--- src/rtl/blk_rd_sched.sv ---
// Block read scheduler: round-robin arbitration of per-port block read requests onto a
// single word-wide memory read path. One grant streams 1..2**TIMES_WIDTH words, then a
// one-cycle completion pulse returns the port's ownership.
module blk_rd_sched #(
  parameter int unsigned PORTNUM        = 16,
  parameter int unsigned BLK_ADDR_WIDTH = 10,
  parameter int unsigned TIMES_WIDTH    = 4
) (
  input  logic                                  i_clk,
  input  logic                                  i_rst,
  input  logic [PORTNUM-1:0]                    i_req_vld,
  input  logic [PORTNUM*BLK_ADDR_WIDTH-1:0]     i_req_addr,
  input  logic [PORTNUM-1:0]                    i_req_last,
  input  logic [PORTNUM*TIMES_WIDTH-1:0]        i_req_times,
  input  logic                                  i_mem_stall,
  output logic [PORTNUM-1:0]                    o_gnt,
  output logic [PORTNUM-1:0]                    o_r_done,
  output logic                                  o_mem_rd_en,
  output logic [BLK_ADDR_WIDTH+TIMES_WIDTH-1:0] o_mem_addr,
  output logic [$clog2(PORTNUM)-1:0]            o_mem_port,
  output logic                                  o_mem_last_word
);

  localparam int unsigned PW  = $clog2(PORTNUM);
  localparam int unsigned BAW = BLK_ADDR_WIDTH;
  localparam int unsigned TW  = TIMES_WIDTH;
  localparam int unsigned MAW = BAW + TW;

  typedef enum logic [1:0] {StIdle, StRead, StDone} state_e;

  // State and latched grant fields
  state_e          r_state, w_state_nxt;
  logic [PW-1:0]   r_rr_ptr, w_rr_ptr_nxt;
  logic [PW-1:0]   r_win, w_win_nxt;
  logic [BAW-1:0]  r_addr, w_addr_nxt;
  logic            r_last, w_last_nxt;
  logic [TW-1:0]   r_times, w_times_nxt;
  // One extra bit so a full block count (2**TW) is representable without aliasing to 0
  logic [TW:0]     r_idx, w_idx_nxt;

  // Registered outputs
  logic [PORTNUM-1:0] r_gnt, w_gnt_nxt;
  logic [PORTNUM-1:0] r_r_done, w_r_done_nxt;
  logic               r_rd_en, w_rd_en_nxt;
  logic [MAW-1:0]     r_mem_addr, w_mem_addr_nxt;
  logic [PW-1:0]      r_mem_port, w_mem_port_nxt;
  logic               r_last_word, w_last_word_nxt;

  // Per-port field views
  logic [BAW-1:0] w_addr_arr  [PORTNUM];
  logic [TW-1:0]  w_times_arr [PORTNUM];

  for (genvar g = 0; g < PORTNUM; g++) begin : g_slice
    assign w_addr_arr[g]  = i_req_addr[g*BAW +: BAW];
    assign w_times_arr[g] = i_req_times[g*TW +: TW];
  end

  // The requester still holds i_req_vld during its o_r_done cycle (which is the IDLE cycle),
  // so that port is masked to avoid a spurious re-grant on a stale request.
  logic [PORTNUM-1:0] w_req_m;
  logic               w_any;
  logic [PW-1:0]      w_win;
  logic [TW:0]        w_cnt_in;
  logic [TW:0]        w_cnt;
  logic [TW:0]        w_idx_inc;

  assign w_req_m   = i_req_vld & ~r_r_done;
  assign w_cnt_in  = i_req_last[w_win] ? ({1'b0, w_times_arr[w_win]} + (TW+1)'(1))
                                       : {1'b1, {TW{1'b0}}};
  assign w_cnt     = r_last ? ({1'b0, r_times} + (TW+1)'(1)) : {1'b1, {TW{1'b0}}};
  assign w_idx_inc = r_idx + (TW+1)'(1);

  // Round-robin search: first requesting port at or above rr_ptr, wrapping
  always_comb begin
    int unsigned j;
    logic [PW-1:0] idx;
    j     = 0;
    idx   = '0;
    w_any = 1'b0;
    w_win = '0;
    // Descending scan so the smallest offset from rr_ptr is written last and wins
    for (int i = PORTNUM - 1; i >= 0; i--) begin
      j = int'(r_rr_ptr) + i;
      if (j >= PORTNUM) j = j - PORTNUM;
      idx = PW'(j);
      if (w_req_m[idx]) begin
        w_any = 1'b1;
        w_win = idx;
      end
    end
  end

  // Next-state and next-output logic
  always_comb begin
    w_state_nxt     = r_state;
    w_rr_ptr_nxt    = r_rr_ptr;
    w_win_nxt       = r_win;
    w_addr_nxt      = r_addr;
    w_last_nxt      = r_last;
    w_times_nxt     = r_times;
    w_idx_nxt       = r_idx;
    w_gnt_nxt       = '0;
    w_r_done_nxt    = '0;
    w_rd_en_nxt     = 1'b0;
    w_mem_addr_nxt  = '0;
    w_mem_port_nxt  = '0;
    w_last_word_nxt = 1'b0;

    case (r_state)
      StIdle: begin
        if (w_any) begin
          w_win_nxt        = w_win;
          w_addr_nxt       = w_addr_arr[w_win];
          w_last_nxt       = i_req_last[w_win];
          w_times_nxt      = w_times_arr[w_win];
          w_idx_nxt        = '0;
          w_gnt_nxt[w_win] = 1'b1;
          w_state_nxt      = StRead;
          // Word 0 goes out alongside the grant so the first strobe meets the grant cycle
          if (!i_mem_stall) begin
            w_rd_en_nxt    = 1'b1;
            w_mem_addr_nxt = {w_addr_arr[w_win], {TW{1'b0}}};
            w_mem_port_nxt = w_win;
            w_idx_nxt      = (TW+1)'(1);
            if (w_cnt_in == (TW+1)'(1)) begin
              w_last_word_nxt = 1'b1;
              w_state_nxt     = StDone;
            end
          end
        end
      end
      StRead: begin
        if (!i_mem_stall) begin
          w_rd_en_nxt    = 1'b1;
          w_mem_addr_nxt = {r_addr, r_idx[TW-1:0]};
          w_mem_port_nxt = r_win;
          w_idx_nxt      = w_idx_inc;
          if (w_idx_inc == w_cnt) begin
            w_last_word_nxt = 1'b1;
            w_state_nxt     = StDone;
          end
        end
      end
      StDone: begin
        w_r_done_nxt[r_win] = 1'b1;
        w_rr_ptr_nxt        = (r_win == PW'(PORTNUM - 1)) ? '0 : r_win + PW'(1);
        w_state_nxt         = StIdle;
      end
      default: w_state_nxt = StIdle;
    endcase
  end

  // State register with synchronous reset; reset aborts any grant in flight
  always_ff @(posedge i_clk) begin
    if (i_rst) begin
      r_state     <= StIdle;
      r_rr_ptr    <= '0;
      r_win       <= '0;
      r_addr      <= '0;
      r_last      <= 1'b0;
      r_times     <= '0;
      r_idx       <= '0;
      r_gnt       <= '0;
      r_r_done    <= '0;
      r_rd_en     <= 1'b0;
      r_mem_addr  <= '0;
      r_mem_port  <= '0;
      r_last_word <= 1'b0;
    end else begin
      r_state     <= w_state_nxt;
      r_rr_ptr    <= w_rr_ptr_nxt;
      r_win       <= w_win_nxt;
      r_addr      <= w_addr_nxt;
      r_last      <= w_last_nxt;
      r_times     <= w_times_nxt;
      r_idx       <= w_idx_nxt;
      r_gnt       <= w_gnt_nxt;
      r_r_done    <= w_r_done_nxt;
      r_rd_en     <= w_rd_en_nxt;
      r_mem_addr  <= w_mem_addr_nxt;
      r_mem_port  <= w_mem_port_nxt;
      r_last_word <= w_last_word_nxt;
    end
  end

  assign o_gnt           = r_gnt;
  assign o_r_done        = r_r_done;
  assign o_mem_rd_en     = r_rd_en;
  assign o_mem_addr      = r_mem_addr;
  assign o_mem_port      = r_mem_port;
  assign o_mem_last_word = r_last_word;

endmodule

--- config.mk ---
export PLATFORM = sky130hd
export DESIGN_NAME = blk_rd_sched
export DESIGN_NICKNAME = d
export VERILOG_FILES = /design/src/rtl/blk_rd_sched.sv
export SDC_FILE = /design/constraint.sdc
export NUM_CORES = 1
export LEC_CHECK = 0
export ABC_AREA = 0
export BUFFER_PORTS_ARGS = -buffer_cell sky130_fd_sc_hd__buf_2
export CAP_MARGIN = 5
export CORE_UTILIZATION = 43
export CTS_CLUSTER_DIAMETER = 60
export DETAILED_ROUTE_END_ITERATION = 10
export PLACE_DENSITY = 0.79
export SLEW_MARGIN = 25
export SYNTH_ARGS = -nofsm -noshare
export SYNTH_HDL_FRONTEND = slang
export SYNTH_SLANG_ARGS = --single-unit
--- constraint.sdc ---
create_clock -name i_clk -period 8.4 [get_ports i_clk]
set_input_delay 0.42 -clock i_clk [delete_from_list [all_inputs] [get_ports i_clk]]
set_output_delay 0.42 -clock i_clk [all_outputs]
set_load 0.01 [all_outputs]
# == Word-level counts from Yosys, hierarchy flattened ==
# Cells that the tools add are included.
# totals
register_bits,82
inputBits,259
output_inout_bits,52
word_cells,230
# classes
add_sub_neg,35
n_lt_le_gt_ge,37
n_eq_ne,8
muxes,122
bitwise_logic,6
n_reduce_logical,9
# op_table
operator,n
2-to-1 mux 4 bit,38
"< comparator 4 x 5 -> 1 bit, second input constant",18
"greater-or-equal comparator 5 bit, second input constant",16
binary-select mux 1 bit (select 4 bit),17
"subtractor 4 x 1 -> 4 bit, second input constant",16
2-to-1 mux 1 bit,43
2-to-1 mux 14 bit,3
"adder 4 x 4 -> 5 bit, second input constant",8
binary-select mux 10 bit (select 4 bit),1
one-hot mux 14 bit (2 select lines),1
"adder 4 x 3 -> 5 bit, second input constant",4
2-to-1 mux 10 bit,2
2-to-1 mux 5 bit,4
bitwise AND 16 bit,1
binary-select mux 4 bit (select 4 bit),1
NOT 16 bit,1
"adder 4 x 1 -> 5 bit, second input constant",3
"adder 4 x 2 -> 5 bit, second input constant",2
2-to-1 mux 2 bit,5
one-hot mux 5 bit (2 select lines),1
demux 1 bit (select 4 bit),2
"greater-or-equal comparator 4 x 1 -> 1 bit, second input constant",2
one-hot mux 4 bit (2 select lines),1
"!= test 2 bit, second input constant",3
other kinds (19),24

# == Depth between registers and ports, before layout ==
# depth
depth_word,32
depth_mapped,27
mapped_depth_nobuf,19

# == Worst setup path after synthesis ==
# Ideal clock, no wire load.
# synth_timing
kind,flip-flop to flip-flop
start,register r_rr_ptr[1]
end,register r_state[0]
setup_ns,0.122
arrival_time_ns,5.585
required_time_ns,8.278
slack_ns,2.693
path_stages_with_launch,25
n_path_buf,6
cell_sequence,dfxtp_1 inv_1 clkbuf_1 ha_1 inv_1 clkbuf_1 mux4_2 mux2_2 o21ai_0 a31o_2 buf_1 a21o_1 buf_6 o21a_4 buf_6 buf_2 nand2_1 and3_1 o32ai_1 or2_2 ha_1 nand2b_1 o22ai_2 nand4b_1 o311a_1
# synth_via
elab_chain_cells,32
word_cells_on_any_way,142
classes_between,add/sub (32); order compare (16); eq/ne (2); mux (90); bitwise (1); reduce/logical (1)
# synth_rtl
element,line_no,source
from (decl),33,"logic [PW-1:0] r_rr_ptr, w_rr_ptr_nxt;"
from (signal assigned),171,r_rr_ptr <= w_rr_ptr_nxt;
adder 4 x 4 -> 5 bit,83,j = int'(r_rr_ptr) + i;
subtractor 4 x 1 -> 4 bit / greater-or-equal comparator 5 bit (equally long branches),84,if (j >= PORTNUM) j = j - PORTNUM;
2-to-1 mux 4 bit,84,
binary-select mux 1 bit (select 4 bit),86,if (w_req_m[idx]) begin
2-to-1 mux 1 bit (implied by the code),86,
2-to-1 mux 4 bit (16 in series),86,
NOT 4 -> 5 bit (implied by the code),68,"assign w_cnt_in = i_req_last[w_win] ? ({1'b0, w_times_arr[w_win]} + (TW+1)'(1))"
binary-select mux 4 bit (select 4 bit),68,
2-to-1 mux 4 bit (implied by the code) (2 in series),68,
adder 4 x 1 -> 5 bit,68,
2-to-1 mux 5 bit,68,
== test 5 x 1 -> 1 bit,125,if (w_cnt_in == (TW+1)'(1)) begin
2-to-1 mux 2 bit,125,
2-to-1 mux 2 bit,120,if (!i_mem_stall) begin
2-to-1 mux 2 bit,111,if (w_any) begin
one-hot mux 2 bit (2 select lines),109,case (r_state)
to (signal assigned),156,r_state <= StIdle;
to (signal assigned),170,r_state <= w_state_nxt;
to (decl),32,"state_e r_state, w_state_nxt;"
# Parallel ways exist; a longest one is shown, timed or not. The select of a mux whose other input is x is not followed.
# A chain may end at the register's enable or synchronous reset.

# == Worst setup path in the final report ==
# Same ends and word-level chain as after synthesis.

==> reports/qor.csv <==
metric;value;unit
min_period;6.44;ns
yosysMostFrequentCell;nand2_1;
avgSynthCellArea;8.04;um2
syn_to_final_growth;21.0;%
fin_crit_sh;76.6;%
dp_cells;1641;
path_max_fanout;28;
fin_util;53.6;%
finalWorstSetupSlack;1.96;ns
power;1.73;mW
synth_area_leader_cell;dfxtp_1;
path_class;reg -> reg;
postSynthCellCount;1130;
drive_gt1_share;32.1;%
synth_compound_area_share;30.0;%
grt_max_degree;53;
setup_viol;0;
ys.flop_type;dfxtp_1;
drtPass1Iterations;7;
hold_path_class;reg -> reg;
max-cap-violations;0;
synth_xor_area_share;2.64;%
wl;37300;um
async_flop_share;0;%
powerDensity;158;mW/mm2
dieArea;0.0217;mm2
max_freq;155;MHz
grt_pass1_vias;9974;
ys_ff_latch;82;
coreArea;0.0205;mm2
synthMuxAreaShare;16.8;%
ys_top_cells_by_count;nand2_1, nor2_1, dfxtp_1;
post_drt_via_cell_ratio;6.39;
tightestPinTransition;0.852;ns
grt_pass1_wl;56400;um
fin_setup_tns;0;ns
start_util;44.3;%
clock_path_buffers;2;
io_pins;311;
cts_root_buf;clkbuf_16;
nets;1655;
cts_buffers;9;
status;complete, no violations;
min_path_cells;2;
cts_hold_buf;0;
yosys.area_share.simple;23.6;%
vias;10600;
ys_warn_count;0;
final_cell_area;0.0110;mm2
vdd_drop_max;0.0950;mV
drc_errors;0;
post-cts-setup-buffers;0;
synthDominantCellAreaShare;18.1;%
fin_skew;0.0182;ns
fin_hold_ws;0.465;ns
finalHoldViolations;0;
grt_usage;33.6;%
worst_ep_required_time;8.62;ns
antenna_found_initial;2;
ctsHtreeMaxLevel;3;
start_kind;flop;
cts_sinks;82;
synth_nets;1403;
clkSlewWorstSetupHoldPaths;0.07;ns
synth_sequential_area_ratio;18.1;%
synth_area_leaders;dfxtp_1, mux2i_1, nand2_1, mux4_2, nor2_1;
gr-total-overflow;0;
ff2ff_path_depth;21;
slew_headroom;43.0;%
routedWlPerCell;22.5;um
p_leak;4.89;nW
rows;52;
dp_slack;2.26;ns
detail-route-antenna-nets;0;
cts_tree;done;
gp_congestion;0.998;
synth_area;0.00908;mm2
placed_area;0.0107;mm2
grt_setup_unrepaired;false;
drt_iter0_drc;872;
crit_path_end_kind;flop;
die_h;147;um
synth_edf_count;0;
ys_types;95;
slew_violations;0;
insertion_delay;0.35;ns
crit_arrival;6.66;ns
layout.cells.non_filler;1659;
port_buffers;310;
cts_resized;0;
synth_adder_area_share;1.93;%
synth_top_family_by_area;compound AO/OA/AOI/OAI gates;
dp_hpwl;29800;um
die_x;147;um
## power by group
group	internal (mW)	total [mW]	switching, mW
clock	0.243	0.422	0.180
sequential	0.422	0.447	0.0253
combinational	0.344	0.863	0.519
## layout make-up
class | count | area (um2)
antenna | 2 | 5.00
tap | 270 | 338
sequential | 82 | 1640
inverter | 33 | 126
clock inverter | 6 | 72.6
multi-input combinational | 924 | 6840
clock buffer | 10 | 239
fill | 1955 | 9510
timing repair buffer | 332 | 1730
## cell usage in the layout (no fill, tap or decap), types with 29 or more instances in the layout
cell type / count
a21oi_1: 37
buf_2: 310
mux2i_1: 71
nor2_1: 84
dfxtp_1: 82
a311oi_1: 29
a211oi_1: 36
nand2_1: 161
inv_1: 29
o21ai_0: 38
## state kept, by name, summed over array words and instances (netlist names)
register         count
o_gnt               16
o_mem_addr          14
o_mem_last_word      1
o_mem_port           4
o_mem_rd_en          1
o_r_done            16
r_addr              10
r_idx                5
r_last               1
r_rr_ptr             4
r_state              2
r_times              4
r_win                4
## cells by family after synthesis
group,after synthesis
simple gates,427
flops,82
xor+xnor,24
mux,119
compound gates,340
fa+ha+maj,14
buf+inv,124
## metal layers
layer,share of wire (%),vias to the layer above,GRT usage (%)
met5,0,-,0
li1,-,4842,-
met4,6.4,0,20.1
met1,36,4969,39.1
met3,7.8,128,4.78
met2,49,661,58.3
## critical path: stages (launching register included)
cell and delay [ns]:
dfxtp_1 0.31, buf_4 0.35, inv_1 0.15, buf_4 0.24, ha_1 0.36, xnor2_1 0.49, or4_1 0.22, nand4_1 0.18
mux2i_1 0.36, o21ba_1 0.20, o41a_1 0.51, a21o_1 0.40, o21ai_4 0.53, nand2_1 0.10, and3_1 0.18, o32ai_1 0.39
or2_2 0.18, ha_1 0.23, nand2b_1 0.16, o22ai_2 0.15, nand4b_1 0.19, o311a_1 0.40
## path summary, 6_finish.rpt
| path | to | start | slack [ns] |
|---|---|---|---|
| worst max register to register | r_state[0] | r_rr_ptr[1] | 1.96 |
| worst max-delay path | r_state[0] | r_rr_ptr[1] | 1.96 |
| worst min-delay path | r_addr[3] | r_addr[3] | 0.46 |
| worst min register to register | r_addr[3] | r_addr[3] | 0.46 |
Power figures use the tool's default switching activity.
